**config.mk**
```make
export PLATFORM = sky130hd
export DESIGN_NAME = ad_selector_capped
export DESIGN_NICKNAME = d
export VERILOG_FILES = /design/src/rtl/ad_pkg.sv /design/src/rtl/ad_classify.sv /design/src/rtl/ad_selector_capped.sv
export SDC_FILE = /design/constraint.sdc
export NUM_CORES = 1
export LEC_CHECK = 0
export BUFFER_PORTS_ARGS = -buffer_cell sky130_fd_sc_hd__buf_2
export CAP_MARGIN = 20
export CORE_AREA = 10 10 47 49
export DETAILED_ROUTE_END_ITERATION = 16
export DIE_AREA = 0 0 57 59
export GPL_TIMING_DRIVEN = 0
export REMOVE_ABC_BUFFERS = 1
export SKIP_LAST_GASP = 1
export SLEW_MARGIN = 20
export SYNTH_ARGS = -nofsm -noshare
export SYNTH_HDL_FRONTEND = slang
export SYNTH_SLANG_ARGS = --single-unit
```
**constraint.sdc**
```tcl
create_clock -name clock -period 1.96 [get_ports clock]
set_input_delay 0.098 -clock clock [delete_from_list [all_inputs] [get_ports clock]]
set_output_delay 0.098 -clock clock [all_outputs]
set_load 0.03 [all_outputs]
```
**src/rtl/ad_pkg.sv**
```systemverilog
// Shared types and constants for the capped movie-ad selector.
// Holds the ad index enum, the default genre masks and the helper that
// finds the next eligible ad above a blocked one.
package ad_pkg;

    typedef enum logic [1:0] {
        AD_DIEHARD   = 2'd0,
        AD_SAFEHAVEN = 2'd1,
        AD_ESCAPE    = 2'd2,
        AD_LINCOLN   = 2'd3
    } ad_t;

    // Genre bits: 0 action, 1 romance, 2 comedy, 3 thriller.
    localparam logic [3:0] HERO_MASK_DEF    = 4'b1001;
    localparam logic [3:0] ROMANCE_MASK_DEF = 4'b0010;
    localparam logic [3:0] FEXEMPT_MASK_DEF = 4'b0100;
    localparam logic [3:0] FAMILY_MASK_DEF  = 4'b0101;

    // Lowest eligible ad strictly above raw. Ad 3 is always eligible, so it
    // is the natural fallback when nothing else qualifies.
    function automatic ad_t next_eligible(input ad_t raw, input logic [3:0] e);
        ad_t r;
        r = AD_LINCOLN;
        for (int i = 3; i >= 0; i--) begin
            if (i > int'(raw) && e[i]) r = ad_t'(2'(i));
        end
        return r;
    endfunction

endpackage

```
**src/rtl/ad_classify.sv**
```systemverilog
// Combinational genre classifier: per-ad eligibility and the priority pick.
// The mask parameters program which genres feed each ad rule.
module ad_classify
    import ad_pkg::*;
#(
    parameter int                TW           = 2,
    parameter logic [2**TW-1:0]  HERO_MASK    = HERO_MASK_DEF,
    parameter logic [2**TW-1:0]  ROMANCE_MASK = ROMANCE_MASK_DEF,
    parameter logic [2**TW-1:0]  FEXEMPT_MASK = FEXEMPT_MASK_DEF,
    parameter logic [2**TW-1:0]  FAMILY_MASK  = FAMILY_MASK_DEF
) (
    input  logic          a,
    input  logic          f,
    input  logic [TW-1:0] t,
    output logic [3:0]    e,
    output ad_t           raw
);

    // Eligibility per ad, then lowest eligible index wins.
    always_comb begin
        e[0] = HERO_MASK[t] & ~a & ~f;
        e[1] = ROMANCE_MASK[t] | (f & ~FEXEMPT_MASK[t]);
        e[2] = a | FAMILY_MASK[t];
        e[3] = 1'b1;
        if (e[0])      raw = AD_DIEHARD;
        else if (e[1]) raw = AD_SAFEHAVEN;
        else if (e[2]) raw = AD_ESCAPE;
        else           raw = AD_LINCOLN;
    end

endmodule

```
**src/rtl/ad_selector_capped.sv**
```systemverilog
// Capped movie-ad selector: classifies one record per handshake, demotes an
// ad that has already been served CAP times in a row, and presents the
// result through a one-entry output register.
// Optional build macro AD_STATS_EN adds saturating per-ad serve counters on
// the stats_count port.
module ad_selector_capped
    import ad_pkg::*;
#(
    parameter int                TW           = 2,
    parameter logic [2**TW-1:0]  HERO_MASK    = HERO_MASK_DEF,
    parameter logic [2**TW-1:0]  ROMANCE_MASK = ROMANCE_MASK_DEF,
    parameter logic [2**TW-1:0]  FEXEMPT_MASK = FEXEMPT_MASK_DEF,
    parameter logic [2**TW-1:0]  FAMILY_MASK  = FAMILY_MASK_DEF,
    parameter int                CAP          = 3
) (
    input  logic          clock,
    input  logic          reset,
    input  logic          in_valid,
    output logic          in_ready,
    input  logic          in_a,
    input  logic          in_f,
    input  logic [TW-1:0] in_t,
    output logic          out_valid,
    input  logic          out_ready,
    output logic [1:0]    out_m,
    output logic          out_capped
`ifdef AD_STATS_EN
    ,
    output logic [63:0]   stats_count
`endif
);

    localparam int RW = (CAP < 1) ? 1 : $clog2(CAP + 1);
    localparam logic [RW-1:0] CAP_R = RW'(CAP);

    logic [3:0]    e;
    ad_t           raw;
    ad_t           chosen;
    ad_t           last_m;
    logic [RW-1:0] run;
    logic          blocked;
    logic          accept;

    ad_classify #(
        .TW           (TW),
        .HERO_MASK    (HERO_MASK),
        .ROMANCE_MASK (ROMANCE_MASK),
        .FEXEMPT_MASK (FEXEMPT_MASK),
        .FAMILY_MASK  (FAMILY_MASK)
    ) u_classify (
        .a   (in_a),
        .f   (in_f),
        .t   (in_t),
        .e   (e),
        .raw (raw)
    );

    assign in_ready = ~out_valid | out_ready;
    assign accept   = in_valid & in_ready;

    // Cap check: the fallback ad is never blocked.
    always_comb begin
        blocked = (CAP != 0) && (raw != AD_LINCOLN) && (raw == last_m) && (run == CAP_R);
        chosen  = blocked ? next_eligible(raw, e) : raw;
    end

    // Output register and run tracking; idle cycles leave the run intact.
    always_ff @(posedge clock) begin
        if (reset) begin
            out_valid  <= 1'b0;
            out_m      <= 2'd0;
            out_capped <= 1'b0;
            last_m     <= AD_DIEHARD;
            run        <= '0;
        end else begin
            if (accept) begin
                out_valid  <= 1'b1;
                out_m      <= chosen;
                out_capped <= blocked;
                last_m     <= chosen;
                if (chosen == last_m && run != '0)
                    run <= (run >= CAP_R) ? CAP_R : run + 1'b1;
                else
                    run <= RW'(1);
            end else if (out_ready) begin
                out_valid <= 1'b0;
            end
        end
    end

`ifdef AD_STATS_EN
    logic [15:0] cnt [4];

    // Saturating serve counters, one per ad.
    always_ff @(posedge clock) begin
        if (reset) begin
            for (int k = 0; k < 4; k++) cnt[k] <= '0;
        end else if (accept) begin
            for (int k = 0; k < 4; k++) begin
                if (chosen == ad_t'(2'(k)) && cnt[k] != 16'hFFFF)
                    cnt[k] <= cnt[k] + 16'd1;
            end
        end
    end

    assign stats_count = {cnt[3], cnt[2], cnt[1], cnt[0]};
`endif

endmodule

```
# == Word-level counts from Yosys, hierarchy flattened ==
# Index checks and enable logic that the tools add are counted.
# W data, S select, Z words.
# totals
inputBits,8
elab_cells,49
out_inout_bits,5
regBits,6
# op_classes
order_cmp,4
n_eq_ne,4
addsub,1
bitwise,11
n_reduce_logical,7
n_mux,18
# op_table
cell,n
$mux W2,6
$bmux W1 S2,4
$mux W1,8
$logic_and A1 B1 Y1,5
$and A1 B1 Y1,4
$eq A2 B2 Y1,2
$not A1 Y1,4
$reduce_bool A2 Y1,2
$lt A2 B3 Y1 const B,1
$or A1 B1 Y1,3
$add A2 B1 Y2 const B,1
$eq A2 B2 Y1 const B,1
$ge A2 B2 Y1 const B,1
$gt A1 B2 Y1 const A,1
$gt A2 B2 Y1 const A,1
$ne A2 B2 Y1 const B,1

# == Logic depth before layout (Yosys ltp) ==
# Gate-level depths: netlist (run 1).
# logic_depth
depth_word,15
mapped_depth,7
ltp_nobuf,7

# == Hierarchy ==
# A second synthesis (run 1) with hierarchy kept.
# unflattened
cells_unflattened,61
area_unflattened_um2,500.5
# modules_own_cells
module,cells_each,seq_area_each_um2,area_each_um2,instances
ad_selector_capped,45,120.1,380.4,1
ad_classify,16,0.0,120.1,1

# == Least setup slack after synthesis (run 1) ==
# OpenSTA, ideal clock, no wires.
# synth_path
path_kind,input to register
start,input port in_t[0]
end,register run[0]
t_required_ns,1.827
setup_time_ns,0.133
t_arrival_ns,1.598
n_path_buf,0
slack_ns,0.229
path_stages,7
path_cell_list,inv_1 > ha_1 > or3_1 > o31a_2 > a2111oi_1 > o221a_2 > a311oi_2
# synth_between
elab_chain_len,15
word_cells_on_any_way,31
cone_classes,order compare (2); eq/ne (3); mux (15); bitwise (6); reduce/logical (5)
# synth_rtl
item,line,source
from (decl),ad_selector_capped.sv:22,"input logic [TW-1:0] in_t,"
$bmux W1 S2,ad_classify.sv:22,e[1] = ROMANCE_MASK[t] | (f & ~FEXEMPT_MASK[t]);
$mux W1 (implied by the code),ad_classify.sv:22,
$not A1 Y1,ad_classify.sv:22,
$and A1 B1 Y1,ad_classify.sv:22,
$or A1 B1 Y1,ad_classify.sv:22,
$mux W2,ad_classify.sv:26,else if (e[1]) raw = AD_SAFEHAVEN;
$mux W2,ad_classify.sv:25,if (e[0]) raw = AD_DIEHARD;
$gt A2 B2 Y1,ad_pkg.sv:25,if (i > int'(raw) && e[i]) r = ad_t'(2'(i));
$logic_and A1 B1 Y1,ad_pkg.sv:25,
$mux W1,ad_pkg.sv:25,
$mux W2,ad_pkg.sv:25,
$mux W2 *,ad_selector_capped.sv:64,"chosen = blocked ? next_eligible(raw, e) : raw;"
$eq A2 B2 Y1 *,ad_selector_capped.sv:81,if (chosen == last_m && run != '0)
$logic_and A1 B1 Y1 *,ad_selector_capped.sv:81,
$mux W2 *,ad_selector_capped.sv:81,
to (signal assigned),ad_selector_capped.sv:82,run <= (run >= CAP_R) ? CAP_R : run + 1'b1;
to (decl),ad_selector_capped.sv:40,logic [RW-1:0] run;
# Mark *: on every way between the ends. The rest lies on a longest branch, timed or not. The select of a mux whose other input is x is not followed.
# A chain may end at the register's enable or synchronous reset.

# == Worst setup path in the final report (run 1) ==
# Ends and elaborated chain as after synthesis.

==> results.ini, run 1 <==
[status]
status = finished, final reports clean

[clock_network]
path_clk_slew_ns = 0.04
tritoncts = done
cts-root-buf = sky130_fd_sc_hd__clkbuf_4
htree_num_levels = 1
hold_buffers = 0
ctsResizeCount = 0
post_cts_setup_repair_bufs = 0
cts_buffers = 3
clock_path_buffers = 2
clock-sinks = 6
clock_insertion_delay_at_the_later_pin_of_the_skew_report_ns = 0.24

[grt]
gr-total-overflow = 0
grt_usage = 0.0726
grt_pass1_vias = 477
antenna_found_initial = 0
global_route_wire_length_before_repair_mm = 2.01
grt_start_max_net_pins = 11

[die]
boundaryPins = 13
row_count = 14
core-area_mm2 = 0.00140
die_y_um = 59
chipWidth_um = 57
floorplan.die_area_mm2 = 0.00336
start_util = 0.371

[drt]
detailedRoute.firstIterationViolations = 9
via_count = 522
ant_nets = 0
wirelength_mm = 1.22
remaining_drc_errors = 0
routed_wire_length_per_instance_um = 13.0
detailedRoute.firstPassIterationCount = 4
via_to_cell_ratio = 5.55

[placed_design]
gp_congestion = 0.727
placement.cell_area_um2 = 596
dp.cells = 91
post-dp-hpwl_um = 990
number_of_input_and_output_port_buffers_inserted = 12

[finish]
fin_cells = 94
final_layout_size_suffix_gt1_frac = 0.282
antenna_cells = 0
nNetsFinal = 91
multi_input_area_um2 = 384
register_area_um2 = 120
nFillCells = 145
area_growth_syn_to_layout_pct = 19.0
finalInstanceArea_um2 = 618

[yosys]
synth.yosys.seq_area_share = 0.231
synthesis.instances = 64
yosys_register_bits = 6
post_synth_instance_area_um2 = 519
synth.yosys.warnings = 0
syn_area_per_cell_um2 = 8.11
synthDistinctLibCells = 35

[power_and_ir_drop]
p_int_mw = 0.252
clockPowerShare = 0.296
max-vdd-ir-drop_v = 0.000206
leakage_dissipation_nw = 0.265
pwr-share-seq = 0.379
p_sw_mw = 0.123
powerDensity_mw_per_mm2 = 607
logic_pwr_share = 0.325
sw_frac_of_total = 0.328

[timing]
hold_violations = 0
final.min_clock_period_ns = 1.75
slew_viol_final = 0
max_clock_freq_ghz = 0.570
rsz0062_at_grt = false
setup_violations = 0
timing_worst_slew_pin_value_ns = 0.522
fin_crit_sh = 0.894
clock_skew_ns = 0.00280
worst_slew_margin_rel = 0.650

[worst_setup_path]
timing.critical_path.to = run[0]
r2r_start = run[0]
crit_start = in_t[0]
required_ns = 2.07
cp-end-kind = register
timing.reg2reg.setup_slack_ns = 0.29
r2r.worst_path.cells = 5
worst_r2r_endpoint = run[0]
timing.critical_path.from_type = input port
worst_ep_arrival_time_ns = 1.87
classification_of_the_worst_setup_path = in -> reg
worstPathMaxFanout = 5

[worst_hold_path]
hold_path_depth = 2
worst_hold_path_type = in -> reg

[run]
maxCapViolations = 0

stage by stage:
stage / setup TNS (ns) / power, mW / setup slack, ns / hold slack [ns] / util
2_1_floorplan: 0 / 0.233 / 0.229 / 0.166 / -
3_3_place_gp: 0 / 0.265 / 0.0337 / 0.357 / 0.425
3_5_place_dp: -0.0125 / 0.267 / -0.0125 / 0.362 / 0.425
4_1_cts: 0 / 0.384 / 0.242 / 0.104 / 0.441
5_1_grt: 0 / 0.400 / 0.148 / 0.127 / 0.441
6_report: 0 / 0.375 / 0.207 / 0.113 / 0.441
worst max-delay path: stages:
cell and delay, ns:
sky130_fd_sc_hd__buf_2 0.09, sky130_fd_sc_hd__inv_1 0.05, sky130_fd_sc_hd__ha_1 0.34, sky130_fd_sc_hd__or3_1 0.39, sky130_fd_sc_hd__o31a_2 0.16, sky130_fd_sc_hd__a2111oi_1 0.37
sky130_fd_sc_hd__o221a_2 0.29, sky130_fd_sc_hd__a311oi_2 0.09
metal layers:
metal	up-vias	GRT usage	wire length [um]
met5	-	0	0
met4	0	0.0604	41
met3	6	0.0172	58
met2	13	0.115	587
met1	232	0.0810	531
li1	271	-	-
logic make-up (layout without fill, tap and decap cells):
| family | count (synthesis) | in the layout | synth area share |
|---|---|---|---|
| AO/OA/AOI/OAI | 18 | 18 | 0.289 |
| adder cells (fa/ha/maj) | 3 | 3 | 0.0723 |
| flip-flops | 6 | 6 | 0.231 |
| multiplexers | 1 | 1 | 0.0193 |
| XOR/XNOR | 2 | 2 | 0.0337 |
| buffers and inverters | 4 | 18 | 0.0289 |
| AND/OR/NAND/NOR | 30 | 30 | 0.325 |
layout by cell type (no fill, tap or decap), types with 2 or more instances in the layout:
cell type | netlist | layout
sky130_fd_sc_hd__buf_2 | 0 | 12
sky130_fd_sc_hd__nor2_1 | 10 | 10
sky130_fd_sc_hd__dfxtp_1 | 6 | 6
sky130_fd_sc_hd__nand2_1 | 4 | 4
sky130_fd_sc_hd__inv_1 | 3 | 3
sky130_fd_sc_hd__or3_1 | 3 | 3
sky130_fd_sc_hd__a21oi_1 | 3 | 3
sky130_fd_sc_hd__ha_1 | 3 | 3
sky130_fd_sc_hd__clkbuf_4 | 0 | 3
sky130_fd_sc_hd__nand2b_1 | 2 | 2
sky130_fd_sc_hd__nor3_2 | 2 | 2
sky130_fd_sc_hd__xnor2_1 | 2 | 2
sky130_fd_sc_hd__a21o_1 | 2 | 2
synth_stat cells:
cell | number | share of area
sky130_fd_sc_hd__a22o_1 | 1 | 0.017
sky130_fd_sc_hd__a311oi_2 | 1 | 0.029
sky130_fd_sc_hd__or3_1 | 3 | 0.036
sky130_fd_sc_hd__buf_1 | 1 | 0.0072
sky130_fd_sc_hd__a211oi_1 | 1 | 0.014
sky130_fd_sc_hd__or2_1 | 1 | 0.012
sky130_fd_sc_hd__nor3_1 | 1 | 0.0096
sky130_fd_sc_hd__a2111o_1 | 1 | 0.022
sky130_fd_sc_hd__nor3_2 | 2 | 0.039
sky130_fd_sc_hd__xnor2_1 | 2 | 0.034
sky130_fd_sc_hd__nor3b_1 | 1 | 0.014
sky130_fd_sc_hd__o31a_2 | 1 | 0.019
sky130_fd_sc_hd__a21o_1 | 2 | 0.029
sky130_fd_sc_hd__and2_1 | 1 | 0.012
sky130_fd_sc_hd__a31oi_1 | 1 | 0.012
sky130_fd_sc_hd__nand3_1 | 1 | 0.0096
sky130_fd_sc_hd__a21oi_1 | 3 | 0.029
sky130_fd_sc_hd__o311ai_0 | 1 | 0.017
sky130_fd_sc_hd__o21ai_0 | 1 | 0.0096
sky130_fd_sc_hd__nor2_1 | 10 | 0.072
sky130_fd_sc_hd__dfxtp_1 | 6 | 0.23
sky130_fd_sc_hd__inv_1 | 3 | 0.022
sky130_fd_sc_hd__o32ai_1 | 1 | 0.017
sky130_fd_sc_hd__and3_1 | 1 | 0.012
sky130_fd_sc_hd__ha_1 | 3 | 0.072
sky130_fd_sc_hd__nor2b_4 | 1 | 0.026
sky130_fd_sc_hd__or2_2 | 1 | 0.012
sky130_fd_sc_hd__o221a_2 | 1 | 0.022
sky130_fd_sc_hd__a2111oi_1 | 1 | 0.019
sky130_fd_sc_hd__a311oi_1 | 1 | 0.017
sky130_fd_sc_hd__mux2i_1 | 1 | 0.019
sky130_fd_sc_hd__or3b_1 | 1 | 0.017
sky130_fd_sc_hd__nand2b_1 | 2 | 0.024
sky130_fd_sc_hd__nand2_1 | 4 | 0.029
sky130_fd_sc_hd__a32oi_1 | 1 | 0.017
power by group through the flow:
stage / Clock (mW) / Combinational (mW) / Sequential, mW
detailed placement: 0 / 0.122 / 0.145
global placement: 0 / 0.120 / 0.144
floorplan: 0 / 0.0803 / 0.153
CTS: 0.119 / 0.123 / 0.142
global route: 0.122 / 0.135 / 0.144
finish: 0.111 / 0.122 / 0.142
how the worst min path moves through the flow:
stage	end	slack [ns]	from
floorplan	run[0]	0.17	reset
global placement	run[0]	0.36	reset
detailed placement	run[0]	0.36	reset
CTS	out_valid	0.10	reset
global route	out_valid	0.13	reset
finish	run[0]	0.11	reset
sequential cells by signal, summed over array words and instances (netlist names):
register    count
last_m          2
run             2
out_capped      1
out_valid       1
layout make-up:
cell class | count | area share
well taps | 16 | 0.0324
multi-input cells | 54 | 0.621
clock buffers | 3 | 0.0364
repair buffers | 12 | 0.0972
inverters | 3 | 0.0182
flip-flops and latches | 6 | 0.194
Note: power is estimated with default switching activity, not from simulation.
==> run 2, diff against run 1 <==
--- a/config.mk
+++ b/config.mk
@@ -5,6 +5,7 @@
 export SDC_FILE = /design/constraint.sdc
 export NUM_CORES = 1
 export LEC_CHECK = 0
+export ABC_AREA = 1
 export BUFFER_PORTS_ARGS = -buffer_cell sky130_fd_sc_hd__buf_2
 export CAP_MARGIN = 20
 export CORE_AREA = 10 10 47 49
==> run 2 against run 1 <==
Synthesized cell count rose by 16%. Clock skew down 0.0014 ns. First-iteration DRC count shrank 33%. Highest routed layer is now met3. Wire length fell by 19%.
==> results.ini, run 2 <==
[status]
status = finished, final reports clean

[yosys]
synthTopCellsByCount = sky130_fd_sc_hd__nand2_1 (18), sky130_fd_sc_hd__inv_1 (17), sky130_fd_sc_hd__dfxtp_1 (6)
synthesis.instances = 74
synth.yosys.warnings = 0
synth-async-reset-ratio = 0
synthSimpleGateAreaFrac = 0.319
syn_area_per_cell_um2 = 6.58
xor_xnor_share_of_the_synthesized_area = 0
post_synth_mux_area_share = 0
ys_flop_type = sky130_fd_sc_hd__dfxtp_1
largest_area_contributor_in_the_netlist = sky130_fd_sc_hd__dfxtp_1
synth_edf_count = 0
yosys_register_bits = 6
main_combinational_cell_family_by_area_after_synthesis = simple AND/OR/NAND/NOR gates
synth_compound_area_frac = 0.226
synth.yosys.seq_area_share = 0.247
adder_and_majority_cell_fraction_of_the_synthesized_area = 0.0771
synth_top_area_frac = 0.247
synthMostInstantiatedCell = sky130_fd_sc_hd__nand2_1
post_synth_instance_area_um2 = 487
synth.area.top_cells = sky130_fd_sc_hd__dfxtp_1 (25%), sky130_fd_sc_hd__nand2_1 (14%), sky130_fd_sc_hd__inv_1 (13%)
synthDistinctLibCells = 17

[worst_setup_path]
required_ns = 2.09
classification_of_the_worst_setup_path = in -> reg
r2r.worst_path.cells = 7
cp_cell_sequence = buf_2 > inv_1 > ha_1 > nor2_2 > nand2_2 > nand2_2 > nand2_1 > nor2_2 > inv_1 > o211ai_2 > nand2_1 > nand2_1 > a21oi_2
timing.critical_path.from_type = input port
critical-path-top-delay-family = simple AND/OR/NAND/NOR gates
crit_slowest_cell = sky130_fd_sc_hd__ha_1
timing.critical_path.depth = 13
cp-end-kind = register
worstPathMaxFanout = 5
timing.reg2reg.setup_slack_ns = 0.72
critical_path_buf_inv_count = 3
crit_start = in_t[0]
cp_slowest_stage_delay_ns = 0.30
r2r_start = last_m[1]
worst_ep_arrival_time_ns = 1.48
cp_common_cell = sky130_fd_sc_hd__nand2_1

[timing]
clock_skew_ns = 0.00138
setup-tns-final_ns = 0
final.min_clock_period_ns = 1.35
slew_viol_final = 0
setup_violations = 0
timing_worst_slew_pin_value_ns = 0.252
fin_crit_sh = 0.687
max_clock_freq_ghz = 0.743
rsz0062_at_grt = false
worst_slew_margin_rel = 0.831
hold_violations = 0

[finish]
final_cell_mix = sky130_fd_sc_hd__nand2_1 (18), sky130_fd_sc_hd__inv_1 (17), sky130_fd_sc_hd__buf_2 (12)
mostFrequentLayoutCell = sky130_fd_sc_hd__nand2_1
nNetsFinal = 102
area_growth_syn_to_layout_pct = 21.1
leading_registers_by_flop_count = last_m x2, run x2
antenna_cells = 0
final_layout_size_suffix_gt1_frac = 0.303
nFillCells = 161

[worst_hold_path]
worst_hold_path_type = in -> reg
hold_path_depth = 2
hp-start = reset

[drt]
detailroute.wirelength.met3_um = 24
detailedRoute.firstPassIterationCount = 4
remaining_drc_errors = 0
met1Wirelength_um = 413
ant_nets = 0
detailedRoute.firstIterationViolations = 6
top_layer = met3
wirelength_um = 991
via_count = 469
via_to_cell_ratio = 4.47
detailroute.wirelength.met2_um = 553
routed_wire_length_per_instance_um = 9.44

[clock_network]
clock_path_buffers = 2
ctsResizeCount = 0
post_cts_setup_repair_bufs = 0
clock_insertion_delay_at_the_later_pin_of_the_skew_report_ns = 0.24
cts-root-buf = sky130_fd_sc_hd__clkbuf_4
htree_num_levels = 1
hold_buffers = 0
tritoncts = done
path_clk_slew_ns = 0.04
clock-sinks = 6
cts_buffers = 3

[grt]
antenna_found_initial = 0
grt_start_max_net_pins = 10
gr-total-overflow = 0
grt_pass1_vias = 510
global_route_wire_length_before_repair_mm = 1.92
grt_usage = 0.0699

[die]
die_y_um = 59
chipWidth_um = 57
boundaryPins = 13
floorplan.die_area_mm2 = 0.00336
start_util = 0.347
row_count = 14
core-area_mm2 = 0.00140

[power_and_ir_drop]
powerDensity_mw_per_mm2 = 598
leakage_dissipation_nw = 0.321
fin_total_pwr_mw = 0.352
max-vdd-ir-drop_v = 0.000333

[placed_design]
post-dp-hpwl_um = 838
number_of_input_and_output_port_buffers_inserted = 12
gp_congestion = 0.717

[run]
maxCapViolations = 0

## run 2: area by class of cell
class,instances,area (um2),area share
inverter,17,63.8,0.108
multi-input combinational,51,303,0.514
sequential,6,120,0.204
clock buffer,3,22.5,0.0382
timing repair buffer,12,60.1,0.102
tap,16,20.0,0.0340
## run 2: worst paths after layout
path | to
worst max-delay path | run[1]
worst min-delay path | run[1]
worst max register to register | last_m[0]
worst min register to register | out_capped
## run 2: cells by family (layout without fill, tap and decap cells)
family | Yosys count | count (layout)
flip-flops | 6 | 6
AND/OR/NAND/NOR | 33 | 33
AO/OA/AOI/OAI | 15 | 15
buffers and inverters | 17 | 32
adder cells (fa/ha/maj) | 3 | 3
## run 2: layer usage
metal,track usage,vias to the layer above
met2,0.124,4
met5,0,-
met1,0.0686,200
met3,0.0193,0
met4,0.0503,0
li1,-,265
## run 2: metrics by stage
| step | util | area (um2) | instances | worst slack (ns) | hold slack [ns] |
|---|---|---|---|---|---|
| floorplan | - | 487 | 74 | 0.460 | 0.160 |
| global placement | 0.404 | 567 | 102 | 0.377 | 0.341 |
| detailed placement | 0.404 | 567 | 102 | 0.364 | 0.340 |
| CTS | 0.421 | 589 | 105 | 0.607 | 0.0741 |
| global route | 0.421 | 589 | 105 | 0.476 | 0.0969 |
| finish | 0.421 | 589 | 105 | 0.614 | 0.0865 |
## run 2: power breakdown
| part | leakage [nW] | switching (mW) | total (mW) | internal, mW |
|---|---|---|---|---|
| Sequential | 0.0495 | 0.00681 | 0.137 | 0.130 |
| Combinational | 0.258 | 0.0676 | 0.103 | 0.0349 |
| Clock | 0.0138 | 0.0434 | 0.113 | 0.0692 |
==> run 3, diff against run 2 <==
==> constraint.sdc (replaced) <==
create_clock -name clock -period 1.35 [get_ports clock]
set_input_delay 0.0675 -clock clock [delete_from_list [all_inputs] [get_ports clock]]
set_output_delay 0.0675 -clock clock [all_outputs]
set_load 0.03 [all_outputs]
==> run 3 against run 2 <==
Flip-flop and latch count unchanged. First-iteration DRC count grew 83%. Final cell count rose by 3.8%. Non-clock buffer count increased by 4. Cell area grew 21%. Critical path depth up 2. Setup slack got worse by 0.52 ns. Clock-buffer cell count unchanged. Die area stayed put.
==> results.ini, run 3 (synthesis results as in run 2) <==
[timing]
max_clock_freq_ghz = 0.794
clock_skew_ns = 0.00226
fin_crit_sh = 0.932
final.min_clock_period_ns = 1.26
fin_worst_hold_slack_ns = 0.0570
hold_violations = 0
slew_viol_final = 0
timing_worst_slew_pin_value_ns = 0.222
setup-tns-final_ns = 0
worst_slew_margin_rel = 0.852
layout_setup_ws_ns = 0.0912
setup_violations = 0

[clock_network]
clock_path_buffers = 2
hold_buffers = 0
cts_buffers = 3
path_clk_slew_ns = 0.04
htree_num_levels = 1
tritoncts = done
clock_insertion_delay_at_the_later_pin_of_the_skew_report_ns = 0.24
cts-root-buf = sky130_fd_sc_hd__clkbuf_4
clock-sinks = 6

[worst_setup_path]
timing.critical_path.from_type = input port
worst_ep_arrival_time_ns = 1.40
crit_start = in_t[1]
r2r_start = last_m[1]
worstPathMaxFanout = 5
cp-end-kind = register
required_ns = 1.49
classification_of_the_worst_setup_path = in -> reg

[finish]
final_cell_mix = sky130_fd_sc_hd__inv_1 (14), sky130_fd_sc_hd__nand2_1 (13), sky130_fd_sc_hd__buf_2 (10)
nFillCells = 136
leading_registers_by_flop_count = last_m x2, run x2
postLayoutCoreUtil = 0.509
area_growth_syn_to_layout_pct = 46.5
mostFrequentLayoutCell = sky130_fd_sc_hd__inv_1
final_layout_size_suffix_gt1_frac = 0.484
antenna_cells = 0
nNetsFinal = 106

[power_and_ir_drop]
fin_total_pwr_mw = 0.567
max-vdd-ir-drop_v = 0.000488
powerDensity_mw_per_mm2 = 795
leakage_dissipation_nw = 0.357

[drt]
via_to_cell_ratio = 4.60
detailedRoute.firstIterationViolations = 11
via_count = 501
met1Wirelength_um = 427
detailroute.wirelength.met2_um = 699
routed_wire_length_per_instance_um = 10.5
detailedRoute.firstPassIterationCount = 4
top_layer = met3
detailroute.wirelength.met3_um = 19
wirelength_mm = 1.15
ant_nets = 0
remaining_drc_errors = 0

[grt]
grt_pass1_vias = 510
global_route_wire_length_before_repair_mm = 1.92
grt_usage = 0.0699
antenna_found_initial = 0
gr-total-overflow = 0
grt_start_max_net_pins = 10

[run]
maxCapViolations = 0

[status]
status = finished, final reports clean

[die]
start_util = 0.347
row_count = 14
die_y_um = 59
floorplan.die_area_mm2 = 0.00336
chipWidth_um = 57
boundaryPins = 13
core-area_mm2 = 0.00140

[placed_design]
placement.setup.worst_slack_ns = -0.216
number_of_input_and_output_port_buffers_inserted = 12
post-dp-hpwl_um = 838
gp_congestion = 0.717

[worst_hold_path]
worst_hold_path_type = in -> reg
hp-start = reset

-- run 3: changes by cell type in the layout (fill, tap and decap cells not counted), moves of 2 or more --
cell and change:
sky130_fd_sc_hd__ha_4 +2, sky130_fd_sc_hd__inv_1 -3, sky130_fd_sc_hd__nand2_1 -5, sky130_fd_sc_hd__buf_4 +4, sky130_fd_sc_hd__ha_1 -2, sky130_fd_sc_hd__buf_2 -2
sky130_fd_sc_hd__nand2_2 +3, sky130_fd_sc_hd__nand2_4 +2, sky130_fd_sc_hd__nand3_1 -2, sky130_fd_sc_hd__buf_6 +2, sky130_fd_sc_hd__inv_4 +3
-- run 3: layer usage --
layer  vias to the layer above  track usage
li1                        273            -
met1                       226       0.0686
met2                         2        0.124
met3                         0       0.0193
met4                         0       0.0503
met5                         -            0
-- run 3: critical path, stage by stage --
cell and delay [ns]:
sky130_fd_sc_hd__buf_4 0.13, sky130_fd_sc_hd__inv_4 0.06, sky130_fd_sc_hd__ha_4 0.20, sky130_fd_sc_hd__nor2_4 0.12, sky130_fd_sc_hd__nand2_4 0.09, sky130_fd_sc_hd__nand2_4 0.09, sky130_fd_sc_hd__nand2_4 0.06, sky130_fd_sc_hd__nand2_2 0.05
sky130_fd_sc_hd__nor2_1 0.04, sky130_fd_sc_hd__nand3_1 0.08, sky130_fd_sc_hd__nand2_2 0.07, sky130_fd_sc_hd__a21oi_2 0.15, sky130_fd_sc_hd__nand3_1 0.09, sky130_fd_sc_hd__nand2_1 0.06, sky130_fd_sc_hd__inv_1 0.03
-- run 3: metrics by stage --
| stage | area (um2) | instances |
|---|---|---|
| final | 713 | 109 |
| after global routing | 713 | 109 |
| after CTS | 589 | 105 |
| after detailed placement | 567 | 102 |
| after global placement | 567 | 102 |
| after floorplan | 487 | 74 |
-- run 3: area by class of cell --
| type | count | area, um2 | area share |
|---|---|---|---|
| well taps | 16 | 20.0 | 0.0281 |
| multi-input cells | 51 | 375 | 0.526 |
| inverters | 17 | 71.3 | 0.100 |
| clock buffers | 3 | 22.5 | 0.0316 |
| repair buffers | 16 | 103 | 0.144 |
| flip-flops and latches | 6 | 121 | 0.170 |
-- run 3: worst paths after layout --
| check | cells after the start | to | slack (ns) |
|---|---|---|---|
| setup reg to reg | 10 | run[0] | 0.11 |
| setup / recovery | 15 | run[0] | 0.09 |
| hold / removal | 2 | run[1] | 0.06 |
| hold reg to reg | 2 | out_capped | 0.47 |
-- run 3: where the power goes --
group	leakage (nW)	total (mW)	internal (mW)	switching, mW
registers	0.0498	0.200	0.190	0.0104
logic	0.293	0.204	0.0814	0.122
clock network	0.0138	0.164	0.100	0.0634
-- run 3: repair_timing --
item	4_1_cts	5_1_grt
setup buffers	0	4
setup endpoints to repair	0	3
resized for setup	0	27
